<file path="src/rtl/uart_arb_pkg.sv">
// Shared types and helpers for the UART transmitter arbiter and its priority picker.
package uart_arb_pkg;

   localparam int UART_BYTE_W = 8;

   typedef enum logic [0:0] {
      IDLE   = 1'b0,
      LOCKED = 1'b1
   } arb_state_e;

   // Bits needed to hold an idle count running from 0 up to timeout-1.
   function automatic int idle_cnt_w(input int timeout);
      return (timeout > 2) ? $clog2(timeout) : 1;
   endfunction

endpackage

</file>
<file path="src/rtl/rr_priority_pick.sv">
// Rotating-priority encoder: returns the first set request at or above ptr, wrapping modulo N.
module rr_priority_pick #(
   parameter int N     = 2,
   parameter int IDX_W = (N > 1) ? $clog2(N) : 1
) (
   input  logic [N-1:0]     req,
   input  logic [IDX_W-1:0] ptr,
   output logic             found,
   output logic [IDX_W-1:0] index
);

   int               sum;
   logic [IDX_W-1:0] cand;

   // Walk from the farthest offset down so the nearest request to ptr wins last.
   always_comb begin
      found = 1'b0;
      index = '0;
      sum   = 0;
      cand  = '0;
      for (int k = N - 1; k >= 0; k--) begin
         sum = int'(ptr) + k;
         if (sum >= N) begin
            sum = sum - N;
         end
         cand = IDX_W'(sum);
         if (req[cand]) begin
            found = 1'b1;
            index = cand;
         end
      end
   end

endmodule

</file>
<file path="src/rtl/uart_tx_arbiter.sv">
// Shares one UART transmitter between NREQ byte-stream requesters, one whole packet per grant,
// with round-robin rotation between packets and forced release of a stalled grant.
module uart_tx_arbiter
   import uart_arb_pkg::*;
#(
   parameter int NREQ    = 2,
   parameter int TIMEOUT = 1024,
   parameter int ID_W    = $clog2(NREQ)
) (
   input  logic                        sys_clk,
   input  logic                        sys_resetn,
   input  logic [NREQ-1:0]             req_valid,
   input  logic [NREQ*UART_BYTE_W-1:0] req_data,
   input  logic [NREQ-1:0]             req_last,
   output logic [NREQ-1:0]             req_ready,
   output logic                        tx_valid,
   output logic [UART_BYTE_W-1:0]      tx_data,
   input  logic                        tx_ready,
   output logic                        busy,
   output logic [ID_W-1:0]             grant_id,
   output logic                        timeout_evt
);

   localparam int              CNT_W      = idle_cnt_w(TIMEOUT);
   localparam logic [CNT_W-1:0] IDLE_LIMIT = CNT_W'(TIMEOUT - 1);

   arb_state_e       state;
   logic [ID_W-1:0]  rr_ptr;
   logic [CNT_W-1:0] idle_cnt;
   logic             pick_found;
   logic [ID_W-1:0]  pick_idx;
   logic             g_valid;
   logic             g_last;
   logic             handshake;
   logic [ID_W-1:0]  next_ptr;

   rr_priority_pick #(
      .N     (NREQ),
      .IDX_W (ID_W)
   ) u_pick (
      .req   (req_valid),
      .ptr   (rr_ptr),
      .found (pick_found),
      .index (pick_idx)
   );

   assign g_valid   = req_valid[grant_id];
   assign g_last    = req_last[grant_id];
   assign handshake = (state == LOCKED) && g_valid && tx_ready;
   assign next_ptr  = (int'(grant_id) == NREQ - 1) ? '0 : grant_id + ID_W'(1);
   assign busy      = (state == LOCKED);

   // The grantee is wired straight through so tx_valid/tx_data inherit its stability under backpressure.
   always_comb begin
      tx_valid  = 1'b0;
      tx_data   = '0;
      req_ready = '0;
      if (state == LOCKED) begin
         tx_valid            = g_valid;
         tx_data             = req_data[grant_id*UART_BYTE_W +: UART_BYTE_W];
         req_ready[grant_id] = tx_ready;
      end
   end

   // Any offered byte, even one stalled by tx_ready, resets the idle count, so only silence times out.
   always_ff @(posedge sys_clk or negedge sys_resetn) begin
      if (!sys_resetn) begin
         state       <= IDLE;
         rr_ptr      <= '0;
         grant_id    <= '0;
         idle_cnt    <= '0;
         timeout_evt <= 1'b0;
      end else begin
         timeout_evt <= 1'b0;
         case (state)
            IDLE: begin
               if (pick_found) begin
                  grant_id <= pick_idx;
                  idle_cnt <= '0;
                  state    <= LOCKED;
               end
            end
            LOCKED: begin
               if (handshake && g_last) begin
                  state  <= IDLE;
                  rr_ptr <= next_ptr;
               end else if (g_valid) begin
                  idle_cnt <= '0;
               end else if (idle_cnt == IDLE_LIMIT) begin
                  state       <= IDLE;
                  rr_ptr      <= next_ptr;
                  timeout_evt <= 1'b1;
               end else begin
                  idle_cnt <= idle_cnt + CNT_W'(1);
               end
            end
            default: state <= IDLE;
         endcase
      end
   end

endmodule

</file>
<file path="config.mk">
export PLATFORM = sky130hd
export DESIGN_NAME = uart_tx_arbiter
export DESIGN_NICKNAME = d
export VERILOG_FILES = /design/src/rtl/uart_arb_pkg.sv /design/src/rtl/rr_priority_pick.sv /design/src/rtl/uart_tx_arbiter.sv
export SDC_FILE = /design/constraint.sdc
export NUM_CORES = 1
export LEC_CHECK = 0
export ABC_AREA = 0
export CORE_UTILIZATION = 39
export DETAILED_ROUTE_END_ITERATION = 8
export PLACE_DENSITY = 0.75
export REMOVE_ABC_BUFFERS = 1
export SYNTH_ARGS = -nofsm -noshare
export SYNTH_HDL_FRONTEND = slang
export SYNTH_SLANG_ARGS = --single-unit
</file>
<file path="constraint.sdc">
create_clock -name sys_clk -period 1.7 [get_ports sys_clk]
set_input_delay 0.34 -clock sys_clk [delete_from_list [all_inputs] [get_ports sys_clk]]
set_output_delay 0.34 -clock sys_clk [all_outputs]
set_load 0.01 [all_outputs]
</file>
==> reports/qor.csv, run 1 <==
metric;value;unit
ys_warn_count;0;
overflow;0;
power.density;1140;nW/um^2
root_buffer;clkbuf_4;
grt_pass1_wl;4070;um
rows;17;
synth_cells;105;
crit_chain;buf_6 -> buf_4 -> mux2i_1 -> or3_1 -> o311a_4 -> mux2_4;
synthMuxAreaShare;0.124;
seq_area_frac_synth;0.366;
fmax;584;MHz
synth.avg_cell_area;9.13;um^2
hp-class;in2async;
avgRoutedWirePerCell;12.7;um
synth_top_family_by_area;compound AO/OA/AOI/OAI gates;
dieArea;2660;um^2
htreeDepth;1;
fin_skew;0.000653;ns
period_needed;1.71;ns
post_dp_cell_area;1500;um^2
synthXorXnorAreaFrac;0;
final_cell_mix;buf_4 (27), clkdlybuf4s50_1 (24), nor2_1 (14);
yosys.area_share.adder;0.0131;
vdd_drop_max;0.827;mV
maxSlewHeadroom;0.776;
post-route-period-util;1.01;
gr-usage-all-layers;0.205;
fin_ws;-0.0136;ns
portBuffers;36;
fin_setup_tns;-0.0136;ns
initial_utilization;0.425;
dp_hpwl;1890;um
p_leak;0.765;nW
drv_cap;0;
synth_cell_type_count;32;
diodes;0;
violations;negative setup slack;
clock-sinks;14;
start_kind;register;
utilization;0.715;
final_cells;198;
critical_path_required;1.87;ns
async_reset_ff_frac;1.00;
syn_to_final_growth;68.3;%
cp_slowest_cell;dfrtp_2;
dieWidth;51.6;um
ios;37;
grt_pass1_vias;988;
hold_viol_final;0;
drc;0;
synthSimpleGateAreaFrac;0.210;
netlist_area;958;um^2
status;finished with violations;
first_pass_iters;4;
worstPathArrival;1.89;ns
layout-drive-gt1-share;0.371;
layout_commonest_cell;buf_4;
coreArea;2250;um^2
cts_buffers;3;
rsz0062_at_grt;yes;
nets;195;
antenna_left;0;
worstSetupEndpointType;register;
design_area;1610;um^2
antenna_found_initial;0;
critical-path-max-stage-delay;0.45;ns
ys_seq_elements;14;
grt_max_degree;15;
die_y;51.6;um
worstSkewPairLatency;0.28;ns
setup_viol;1;
cts_tree;done;
vias_per_cell;5.17;
ys.flop_type;dfrtp_1;
routed-via-count;1023;
synth_edf_count;0;
drv_slew;0;
path_class;reg2reg;
routed_wl;2520;um
placed_cells;188;
r2r_cells;6;
synth_compound_area_frac;0.223;
cts-hold-fix-buffers;0;
clk_pin_slew_worst_paths;0.08;ns
critical_path_peak_fanout;6;
drt_iter0_drc;14;
clk_path_buf_depth;2;
worst_pin_slew;0.333;ns
routabilityCongestion;0.761;
final timing paths:
path                                       from                 endpoint  slack, ns
max                        grant_id$_DFFE_PN0P_  idle_cnt[0]$_DFFE_PN0P_      -0.01
max in group asynchronous            sys_resetn     grant_id$_DFFE_PN0P_       1.16
min reg2reg                  rr_ptr$_DFFE_PN0P_       rr_ptr$_DFFE_PN0P_       0.54
min in group sys_clk         rr_ptr$_DFFE_PN0P_       rr_ptr$_DFFE_PN0P_       0.54
min                                  sys_resetn  idle_cnt[3]$_DFFE_PN0P_       0.36
max reg2reg                grant_id$_DFFE_PN0P_  idle_cnt[0]$_DFFE_PN0P_      -0.01
power by group:
part | internal, mW | total [mW] | switching [mW]
Sequential | 0.397 | 0.452 | 0.0546
Clock | 0.130 | 0.240 | 0.109
Combinational | 0.637 | 1.15 | 0.513
Total | 1.16 | 1.84 | 0.677
routing by layer:
layer / vias to the layer above / wire length [um] / global-route usage
met5: - / 0 / 0
met1: 472 / 1070 / 0.228
li1: 506 / - / -
met4: 0 / 22 / 0.0450
met2: 43 / 1280 / 0.394
met3: 2 / 145 / 0.0439
layout make-up:
class	instances	area, um^2
tap	28	35.0
inverter	5	18.8
sequential	14	352
fill	179	642
clock buffer	4	36.3
timing repair buffer	67	564
multi-input combinational	80	607
synthesized netlist by cell type, types with 2 or more instances:
| library cell | instances | area (um^2) |
|---|---|---|
| nand3_1 | 5 | 25.0 |
| and3_1 | 5 | 31.3 |
| nand4_1 | 2 | 12.5 |
| o21ai_0 | 2 | 10.0 |
| clkbuf_1 | 2 | 7.51 |
| inv_1 | 5 | 18.8 |
| nor2_1 | 15 | 56.3 |
| a21oi_1 | 8 | 40.0 |
| buf_6 | 2 | 22.5 |
| a31oi_4 | 2 | 42.5 |
| o21a_1 | 2 | 15.0 |
| nand2_1 | 9 | 33.8 |
| a31oi_1 | 2 | 12.5 |
| or3_1 | 3 | 18.8 |
| mux2i_1 | 9 | 90.1 |
| o211ai_2 | 2 | 25.0 |
| dfrtp_1 | 14 | 350 |
| nand2b_1 | 2 | 12.5 |
stage by stage:
| step | power (mW) | setup slack (ns) | hold WS (ns) |
|---|---|---|---|
| after floorplan | 0.943 | -0.328 | 0.0444 |
| after global placement | 1.49 | -0.273 | 0.513 |
| after detailed placement | 1.51 | -0.286 | 0.515 |
| after CTS | 1.79 | 0.00295 | 0.361 |
| after global routing | 1.96 | -0.0359 | 0.377 |
| final | 1.84 | -0.0136 | 0.356 |
state kept, by name, indices dropped and copies added, names as in the netlist:
| signal | count |
|---|---|
| idle_cnt | 10 |
| grant_id | 1 |
| busy | 1 |
| timeout_evt | 1 |
| rr_ptr | 1 |
kinds of logic (layout without fill, tap and decap cells):
logic type	count (synthesis)	count (layout)
AOI/OAI and AO/OA	25	25
adders and majority gates	1	1
buffers and inverters	11	76
DFF	14	14
muxes	11	11
and+or+nand+nor	43	43
worst max-delay path: cells and delay by family, from the launching register on:
family	cells	cell delay, ns
flops	1	0.45
mux	2	0.41
simple gates	1	0.32
buf+inv	2	0.26
compound gates	1	0.15
timing repair:
action | in CTS | in global routing
gates resized for setup | 39 | 15
pin swaps | 1 | 2
setup buffers | 5 | 1
setup endpoints to repair | 19 | 17
Note: power is estimated with default switching activity, not from simulation.
==> run 2: changes to the inputs <==
CORE_UTILIZATION = 40   (was 39)
GPL_ROUTABILITY_DRIVEN = 0   (was unset)
PLACE_DENSITY = 0.74   (was 0.75)
clock period = 1.86 ns   (was 1.7 ns; I/O delays follow)
==> reports/qor.csv, run 2 (synthesis gave the netlist of run 1 again) <==
metric;value;unit
overflow;0;
drv_cap;0;
layout-drive-gt1-share;0.259;
routed-via-count;1009;
hp-class;in2async;
clk_pin_slew_worst_paths;0.09;ns
dieWidth;51.0;um
worstSetupEndpointType;output port;
drt_iter0_drc;19;
worstPathArrival;1.45;ns
coreArea;2230;um^2
diodes;0;
drv_slew;0;
start_kind;register;
layout_commonest_cell;clkdlybuf4s50_1;
setup_viol;0;
antenna_left;0;
cts_tree;done;
clk_path_buf_depth;2;
critical_path_required;1.49;ns
maxSlewHeadroom;0.775;
gr-usage-all-layers;0.226;
cts_buffers;3;
dieArea;2600;um^2
syn_to_final_growth;58.6;%
drc;0;
critical_path_peak_fanout;9;
power.density;1010;nW/um^2
final_cells;186;
period_needed;1.83;ns
path_class;reg2out;
ios;37;
portBuffers;36;
routed_wl;2690;um
die_y;51.0;um
vias_per_cell;5.42;
pre_cts_ws;-0.208;ns
fin_ws;0.0349;ns
nets;184;
rsz0062_at_grt;yes;
root_buffer;clkbuf_4;
cts-hold-fix-buffers;0;
p_leak;0.716;nW
placed_cells;181;
dp_hpwl;1950;um
antenna_found_initial;0;
first_pass_iters;4;
avgRoutedWirePerCell;14.5;um
grt_pass1_vias;1071;
fin_skew;0.00324;ns
worstSkewPairLatency;0.28;ns
post-route-period-util;0.981;
initial_utilization;0.429;
clock-sinks;14;
grt_max_degree;15;
r2r_cells;7;
htreeDepth;1;
fmax;548;MHz
largest_reg_flops;10;
top_register;idle_cnt;
status;complete, no violations;
final_cell_mix;clkdlybuf4s50_1 (24), buf_4 (17), nor2_1 (15);
worst_pin_slew;0.334;ns
grt_pass1_wl;4370;um
fillers;183;
hold_viol_final;0;
vdd_drop_max;0.638;mV
rows;17;
[run 2: through the flow]
step / util / hold WS (ns) / power, mW / TNS [ns] / instance area [um^2]
3_5_place_dp: 0.648 / 0.530 / 1.33 / -2.00 / 1450
5_1_grt: 0.681 / 0.401 / 1.62 / -0.0411 / 1520
3_3_place_gp: 0.648 / 0.523 / 1.30 / -0.917 / 1450
6_report: 0.681 / 0.390 / 1.53 / 0 / 1520
2_1_floorplan: - / 0.0764 / 0.862 / -0.232 / 916
4_1_cts: 0.657 / 0.398 / 1.45 / -0.0427 / 1470
[run 2: layer usage]
layer / wire length [um] / track usage
met1: 1070 / 0.231
met2: 1420 / 0.432
met3: 180 / 0.0565
met4: 23 / 0.0833
met5: 0 / 0
[run 2: cell type report]
class                      count  area, um^2  area share
multi-input combinational     80         582       0.383
sequential                    14         350       0.230
clock buffer                   3        22.5      0.0148
inverter                       5        18.8      0.0123
tap                           28        35.0      0.0230
timing repair buffer          56         512       0.337
[run 2: worst paths after layout]
path	slack, ns	from	end
min in group sys_clk	0.54	idle_cnt[7]$_DFFE_PN0P_	idle_cnt[7]$_DFFE_PN0P_
max reg2reg	0.05	grant_id$_DFFE_PN0P_	idle_cnt[0]$_DFFE_PN0P_
max	0.03	grant_id$_DFFE_PN0P_	tx_data[1]
max in group asynchronous	1.30	sys_resetn	grant_id$_DFFE_PN0P_
min reg2reg	0.54	idle_cnt[7]$_DFFE_PN0P_	idle_cnt[7]$_DFFE_PN0P_
min	0.39	sys_resetn	idle_cnt[6]$_DFFE_PN0P_
[run 2: what timing repair did]
item / in CTS / in global routing
setup endpoints to repair: 11 / 12
resized for setup: 12 / 20
cloned: 0 / 0
pin swaps: 0 / 3
setup buffers: 1 / 1
[run 2: power by group]
group          switching (mW)  internal, mW  leakage [nW]
logic                   0.448         0.498         0.518
registers              0.0526         0.361         0.184
clock network          0.0997        0.0750        0.0138
[run 2: critical path: stages, from the launching register on]
cell and delay, ns:
dfrtp_1 0.40, buf_4 0.16, buf_8 0.14, mux2i_1 0.14, nor2_1 0.05, dlygate4sd2_1 0.29
==> run 3: changes to the inputs <==
CAP_MARGIN = 20   (was unset)
CORE_MARGIN = 3   (was unset)
==> reports/qor.csv, run 3 (synthesis gave the netlist of run 1 again) <==
metric;value;unit
root_buffer;clkbuf_4;
fillers;174;
dp_hpwl;1880;um
dieArea;3020;um^2
worstPathArrival;1.96;ns
multiInputGateArea;582;um^2
vias_per_cell;5.25;
status;complete, no violations;
fin_skew;0.00326;ns
htreeDepth;1;
grt_pass1_vias;987;
r2r_cells;7;
rr_startpoint;grant_id$_DFFE_PN0P_;
layout_commonest_cell;clkdlybuf4s50_1;
routed-via-count;998;
regArea;352;um^2
diodes;0;
r2r-end;idle_cnt[0]$_DFFE_PN0P_;
critical-path-max-stage-delay;0.45;ns
coreArea;2230;um^2
fmax;560;MHz
die_y;55.0;um
clk_pin_slew_worst_paths;0.09;ns
cts_buffers;3;
overflow;0;
cpLargestDelayFamily;compound AO/OA/AOI/OAI gates;
hp-class;in2async;
path_class;reg2reg;
grt_pass1_wl;4000;um
clk_path_buf_depth;2;
dieWidth;55.0;um
cp_num_buf_inv;2;
grt_max_degree;19;
hold_viol_final;0;
crit_path_end;idle_cnt[0]$_DFFE_PN0P_;
drv_slew;0;
start_kind;register;
final_cell_mix;clkdlybuf4s50_1 (25), buf_4 (20), nor2_1 (15);
routed_wl;2600;um
maxSlewHeadroom;0.766;
initial_utilization;0.429;
final_cells;190;
p_leak;0.747;nW
post-route-period-util;0.960;
portBuffers;36;
antenna_found_initial;0;
vdd_drop_max;0.843;mV
cp_slowest_cell;dfrtp_2;
placed_cells;181;
worstSetupEndpointType;register;
nets;187;
power.density;1060;nW/um^2
first_pass_iters;4;
rows;17;
syn_to_final_growth;64.6;%
worst_pin_slew;0.347;ns
ios;37;
drt_iter0_drc;8;
crit_chain;buf_12 -> buf_4 -> nand2b_1 -> a21oi_2 -> o2111ai_2 -> o311a_4 -> mux2_4;
critical_path_peak_fanout;8;
top_register;idle_cnt;
layout-drive-gt1-share;0.259;
r2r_slack;0.07;ns
fin_setup_tns;0;ns
period_needed;1.79;ns
antenna_left;0;
startpoint;grant_id$_DFFE_PN0P_;
path_depth;7;
cts-hold-fix-buffers;0;
largest_reg_flops;10;
drv_cap;0;
drc;0;
cts_tree;done;
critical_path_required;2.04;ns
clock-sinks;14;
avgRoutedWirePerCell;13.7;um
worstSkewPairLatency;0.28;ns
gr-usage-all-layers;0.184;
rsz0062_at_grt;no;
setup_viol;0;
## run 3: area by class of cell
class,count,share of cell area
well taps,28,0.0222
inverters,5,0.0119
repair buffers,59,0.351
flip-flops and latches,14,0.223
clock buffers,4,0.0230
multi-input cells,80,0.369
## run 3: worst reg2reg max path: cells and delay by family, from the launching register on
family,cells,cell delay (ns)
flip-flops,1,0.45
AO/OA/AOI/OAI,3,0.50
multiplexers,1,0.30
AND/OR/NAND/NOR,1,0.15
buffers and inverters,2,0.29
## run 3: repair_timing
item                                    in CTS  in global routing
cloned                                       0                  1
gates resized for setup                     11                 10
buffers inserted                             0                  4
hold endpoints to repair                     0                  0
pin swaps                                    0                  2
endpoints found under the setup margin      11                 10
## run 3: routing by layer
layer	wire length (um)	track usage	vias to the layer above	share of wire
li1	-	-	487	-
met1	1060	0.222	471	0.41
met2	1300	0.301	40	0.50
met3	237	0.0697	0	0.091
met4	0	0.0607	0	0
met5	0	0	-	0
## run 3: worst min path at each step
stage | endpoint | slack, ns | depth (start not counted)
after floorplan | busy$_DFF_PN0_ | 0.08 | 0
after global placement | idle_cnt[7]$_DFFE_PN0P_ | 0.52 | 1
after detailed placement | rr_ptr$_DFFE_PN0P_ | 0.52 | 1
after CTS | idle_cnt[4]$_DFFE_PN0P_ | 0.38 | 2
after global routing | idle_cnt[4]$_DFFE_PN0P_ | 0.41 | 2
final | idle_cnt[4]$_DFFE_PN0P_ | 0.38 | 2
## run 3: report_power, final
| part | switching (mW) | total (mW) | internal [mW] |
|---|---|---|---|
| clock | 0.106 | 0.225 | 0.119 |
| combinational | 0.457 | 1.03 | 0.575 |
| sequential | 0.0582 | 0.421 | 0.363 |
| total | 0.621 | 1.68 | 1.06 |
## run 3: through the flow
| step | hold WS (ns) | cell area [um^2] | util | total power [mW] | setup WS (ns) |
|---|---|---|---|---|---|
| after floorplan | 0.0764 | 916 | - | 0.862 | -0.168 |
| after global placement | 0.523 | 1460 | 0.653 | 1.34 | -0.0989 |
| after detailed placement | 0.518 | 1460 | 0.653 | 1.35 | -0.141 |
| after CTS | 0.382 | 1480 | 0.663 | 1.51 | 0.0263 |
| after global routing | 0.409 | 1580 | 0.706 | 1.78 | 0.00559 |
| final | 0.382 | 1580 | 0.706 | 1.68 | 0.0749 |
